[config.mk]
export PLATFORM = sky130hd
export DESIGN_NAME = regfile_mp_sb
export DESIGN_NICKNAME = d
export VERILOG_FILES = /design/src/rtl/regfile_pkg.sv /design/src/rtl/rf_scoreboard.sv /design/src/rtl/regfile_mp_sb.sv
export SDC_FILE = /design/constraint.sdc
export NUM_CORES = 2
export LEC_CHECK = 0
export ABC_CLOCK_PERIOD_IN_PS = 39100
export BUFFER_PORTS_ARGS = -buffer_cell sky130_fd_sc_hd__buf_2
export CAP_MARGIN = 20
export CORE_UTILIZATION = 55
export CTS_CLUSTER_DIAMETER = 60
export CTS_CLUSTER_SIZE = 20
export DETAILED_ROUTE_END_ITERATION = 6
export PLACE_DENSITY = 0.79
export SLEW_MARGIN = 0
export SYNTH_ARGS = -nofsm -noshare
export SYNTH_HDL_FRONTEND = slang
export SYNTH_HIERARCHICAL = 1
export SYNTH_SLANG_ARGS = --single-unit
[constraint.sdc]
create_clock -name clock -period 39.1 [get_ports clock]
set_clock_uncertainty 0.1 [all_clocks]
set_input_delay 7.82 -clock clock [delete_from_list [all_inputs] [get_ports clock]]
set_output_delay 7.82 -clock clock [all_outputs]
set_load 0.01 [all_outputs]
[src/rtl/regfile_pkg.sv]
// Shared constants and helpers for the scoreboarded multi-port register file.
// The REGFILE_BYPASS_EN build option is handled in regfile_mp_sb.sv.
package regfile_pkg;

    localparam int DEFAULT_DATA_W   = 32;
    localparam int DEFAULT_NUM_REGS = 32;
    localparam int DEFAULT_NUM_READ = 2;
    localparam int ZERO_REG         = 0;

    // Port k of a packed bus of width-bit fields starts at bit k*width.
    function automatic int unsigned field_lsb(input int unsigned index, input int unsigned width);
        return index * width;
    endfunction

endpackage

[src/rtl/rf_scoreboard.sv]
// Per-register pending bits: set by an issuing instruction, cleared by write-back.
// Register 0 is never marked pending.
module rf_scoreboard
    import regfile_pkg::*;
#(
    parameter int NUM_REGS = DEFAULT_NUM_REGS,
    parameter int ADDR_W   = $clog2(NUM_REGS)
) (
    input  logic                clock,
    input  logic                reset,
    input  logic                clear_en,
    input  logic [ADDR_W-1:0]   clear_reg,
    input  logic                reserve_en,
    input  logic [ADDR_W-1:0]   reserve_reg,
    output logic [NUM_REGS-1:0] pending
);

    // The reserve is applied after the clear so a new producer wins on a shared index.
    always_ff @(posedge clock or posedge reset) begin
        if (reset) begin
            pending <= '0;
        end else begin
            if (clear_en && (clear_reg != ADDR_W'(ZERO_REG)))
                pending[clear_reg] <= 1'b0;
            if (reserve_en && (reserve_reg != ADDR_W'(ZERO_REG)))
                pending[reserve_reg] <= 1'b1;
        end
    end

endmodule

[src/rtl/regfile_mp_sb.sv]
// Register file with NUM_READ combinational read ports, one write port and a scoreboard.
// Define REGFILE_BYPASS_EN to forward same-cycle write data to matching read ports.
module regfile_mp_sb
    import regfile_pkg::*;
#(
    parameter int DATA_W   = DEFAULT_DATA_W,
    parameter int NUM_REGS = DEFAULT_NUM_REGS,
    parameter int NUM_READ = DEFAULT_NUM_READ
) (
    input  logic                                   clock,
    input  logic                                   reset,
    input  logic                                   RegWrite,
    input  logic [$clog2(NUM_REGS)-1:0]            write_reg,
    input  logic [DATA_W-1:0]                      write_data,
    input  logic [NUM_READ*$clog2(NUM_REGS)-1:0]   read_reg,
    output logic [NUM_READ*DATA_W-1:0]             read_data,
    input  logic                                   reserve_en,
    input  logic [$clog2(NUM_REGS)-1:0]            reserve_reg,
    output logic [NUM_READ-1:0]                    read_busy,
    output logic [NUM_REGS-1:0]                    pending
);

    localparam int ADDR_W = $clog2(NUM_REGS);

    logic [DATA_W-1:0] regs [NUM_REGS];
    logic              write_active;

    assign write_active = RegWrite && (write_reg != ADDR_W'(ZERO_REG));

    // Register 0 is cleared by reset and never written, so it always reads as zero.
    always_ff @(posedge clock or posedge reset) begin
        if (reset) begin
            for (int i = 0; i < NUM_REGS; i++)
                regs[i] <= '0;
        end else if (write_active) begin
            regs[write_reg] <= write_data;
        end
    end

    rf_scoreboard #(
        .NUM_REGS (NUM_REGS),
        .ADDR_W   (ADDR_W)
    ) u_scoreboard (
        .clock       (clock),
        .reset       (reset),
        .clear_en    (RegWrite),
        .clear_reg   (write_reg),
        .reserve_en  (reserve_en),
        .reserve_reg (reserve_reg),
        .pending     (pending)
    );

    for (genvar k = 0; k < NUM_READ; k++) begin : g_read
        logic [ADDR_W-1:0] idx;
        assign idx = read_reg[field_lsb(k, ADDR_W) +: ADDR_W];
`ifdef REGFILE_BYPASS_EN
        // A matching in-flight write is forwarded and is no longer considered busy.
        logic fwd;
        assign fwd = write_active && (idx == write_reg);
        assign read_data[field_lsb(k, DATA_W) +: DATA_W] = reset ? '0 : (fwd ? write_data : regs[idx]);
        assign read_busy[k] = reset ? 1'b0 : (fwd ? 1'b0 : pending[idx]);
`else
        assign read_data[field_lsb(k, DATA_W) +: DATA_W] = reset ? '0 : regs[idx];
        assign read_busy[k] = reset ? 1'b0 : pending[idx];
`endif
    end

endmodule
==> flow_metrics.py <==
metrics = {
    "sta": {
        "max_freq_ghz": 0.05001,
        "fin_crit_ps": 20000,
        "max_slew_margin_pct": 20.03,
        "slew_viol_final": 0,
        "rsz0062_at_grt": "false",
        "finalHoldViolCount": 0,
        "holdWs_ps": 295.8,
        "post-route-period-util_pct": 51.15,
        "finalSetupViolCount": 0,
        "worst_slew_pin_slew_ps": 1200,
        "finalWorstSetupSlack_ps": 19100,
        "fin_setup_tns_ps": 0,
    },
    "place": {
        "gp_congestion": 0.8675,
        "pre_cts_ws_ps": 19300,
        "hpwl_mm": 95.72,
        "dp.cells": 4868,
        "dpl_cell_area_mm2": 0.05741,
        "portBuffers": 153,
    },
    "critical_path": {
        "crit_path_end_kind": "output pin",
        "critical_path.max_fanout": 125,
        "slowest_stage": "buf_4",
        "setup.worst_path.class": "input port to output pin",
        "critPathBufInv": 4,
        "r2r_cells": 1,
        "crit_path_max_incr_delay_ps": 820,
        "ff2ff_setup_slack_ps": 38180,
        "worst_setup_path_start_kind": "input port",
        "reg2reg_from": "regs[636]",
        "required_ps": 31180,
        "critical_path_arrival_ps": 12080,
        "regToRegEndpoint": "regs[636]",
        "cp_top_family": "buffers and inverters",
        "crit_chain": "buf_8, buf_12, buf_4, mux4_2, mux2i_1, a221o_1, a31oi_1, buf_2",
    },
    "die": {
        "rows": 116,
        "die_w_um": 321.6,
        "start_util_pct": 55.85,
        "die_area_mm2": 0.1034,
        "design.core.area_mm2": 0.1006,
        "die_h_um": 321.6,
        "io_pins": 154,
    },
    "drt": {
        "vias_per_cell": 7.282,
        "first_pass_iters": 6,
        "drt_iter0_drc": 4316,
        "wire_per_inst_um": 33.61,
        "vias": 36440,
        "final_antenna_net_count": 0,
        "drc": 0,
        "wl_mm": 168.2,
    },
    "grt": {
        "grt_max_degree": 183,
        "grt_pass1_vias": 37250,
        "antenna_found_initial": 20,
        "grt_use_total_pct": 32.94,
        "grt_overflow": 0,
        "grt_pass1_wl_mm": 250.3,
    },
    "min_path": {
        "holdPathStages": 0,
        "hold_path.class": "flop to flop",
        "hold_start": "regs[1021]",
        "worstHoldEndpoint": "regs[1021]",
    },
    "cells_and_area": {
        "area_growth_pct": 6.540,
        "postLayoutCoreUtil_pct": 59.50,
        "layout.nets": 3646,
        "final_common_cell": "dfrtp_1",
        "layout_common_cells": "1056 x dfrtp_1, 956 x mux2_2, 462 x mux4_2, 264 x mux2i_1, 146 x buf_2",
        "drive_gt1_share_pct": 50.12,
        "final-instance-count-excl-fill": 5004,
        "final_area_mm2": 0.05985,
    },
    "power": {
        "power_density_mw_per_mm2": 48.34,
        "ir_drop_mv": 0.03370,
        "power_mw": 2.893,
        "leakage_nw": 25.90,
    },
    "outcome": {
        "outcome": "finished, final reports clean",
    },
    "yosys": {
        "syn_inst": 3704,
        "async_flop_share_pct": 100.0,
        "seq_area_frac_synth_pct": 47.04,
        "syn_area_mm2": 0.05617,
        "synthDistinctLibCells": 42,
        "synth-edff-count": 0,
        "synth.ff_latch_count": 1056,
        "yosys_warnings": 6,
        "synth_nets": 3760,
        "avgSynthCellArea_um2": 15.17,
        "synth_ff_type": "dfrtp_1",
    },
    "cts": {
        "cts_resized": 0,
        "clkTransAtPathRegs_ps": 70,
        "clock_path_buffers": 3,
        "cts_tree": "done",
        "cts_root_buf": "clkbuf_16",
        "postCtsSetupRepairBufs": 0,
        "htreeDepth": 3,
        "clock_sinks": 1056,
        "cts_buffers": 73,
        "worstSkewPairLatency_ps": 650,
        "cts_hold_buf": 0,
    },
    "job": {
        "maxCapViolCount": 0,
    },
}
-- cell families after synthesis --
group / Yosys count / synth area share (%)
AO/OA/AOI/OAI: 375 / 4.816
AND/OR/NAND/NOR: 127 / 1.203
buffers and inverters: 428 / 3.824
flip-flops: 1056 / 47.04
multiplexers: 1718 / 43.11
-- report_power, final --
| group | internal (mW) | switching, mW | leakage (nW) |
|---|---|---|---|
| clock network | 0.387 | 0.413 | 1.15 |
| logic | 0.372 | 0.261 | 11.2 |
| registers | 1.30 | 0.160 | 13.5 |
-- per-layer routing --
layer / vias up / global-route usage (%) / share of wire, %
met1: 19470 / 44.59 / 38
met2: 2243 / 49.17 / 45
li1: 14220 / - / -
met3: 492 / 10.39 / 12
met4: 22 / 14.14 / 4.5
met5: - / 0 / 0.095
-- registers in the layout, summed over array words and instances, names as in the netlist --
| signal | flops |
|---|---|
| regs | 1024 |
| u_scoreboard/pending | 32 |
-- worst max-delay path by stage --
stage,slack [ps],to,cells after the start,start
floorplan,2270,regs[0],2,reset
global placement,19340,read_data[39],8,read_reg[7]
detailed placement,19300,read_data[39],8,read_reg[7]
CTS,19280,read_data[39],8,read_reg[7]
global route,19100,read_data[39],8,read_reg[7]
finish,19100,read_data[39],8,read_reg[7]
-- layout make-up --
cell class / instances / area (µm²)
inverter: 4 / 27.53
timing repair buffer: 235 / 1534
fill: 7525 / 40740
tap: 1357 / 1698
clock buffer: 87 / 1992
sequential: 1056 / 26430
clock inverter: 35 / 340.3
multi-input combinational: 2220 / 27800
antenna: 10 / 25.02
-- Yosys cell counts (17+ instances only) --
master,number,area share [%]
mux2i_1,264,4.7
nor2_1,23,0.15
a221o_1,66,1.2
mux2_1,36,0.72
buf_2,90,0.80
buf_6,21,0.42
o21ai_0,71,0.63
dfrtp_1,1056,47
a221oi_1,49,0.76
buf_1,48,0.32
mux4_2,462,19
nand2_1,52,0.35
clkbuf_1,204,1.4
a31oi_1,66,0.74
o2111ai_1,17,0.27
buf_4,55,0.74
o21ai_1,39,0.35
a22oi_1,66,0.88
mux2_2,956,19
Power figures use the tool's default switching activity.
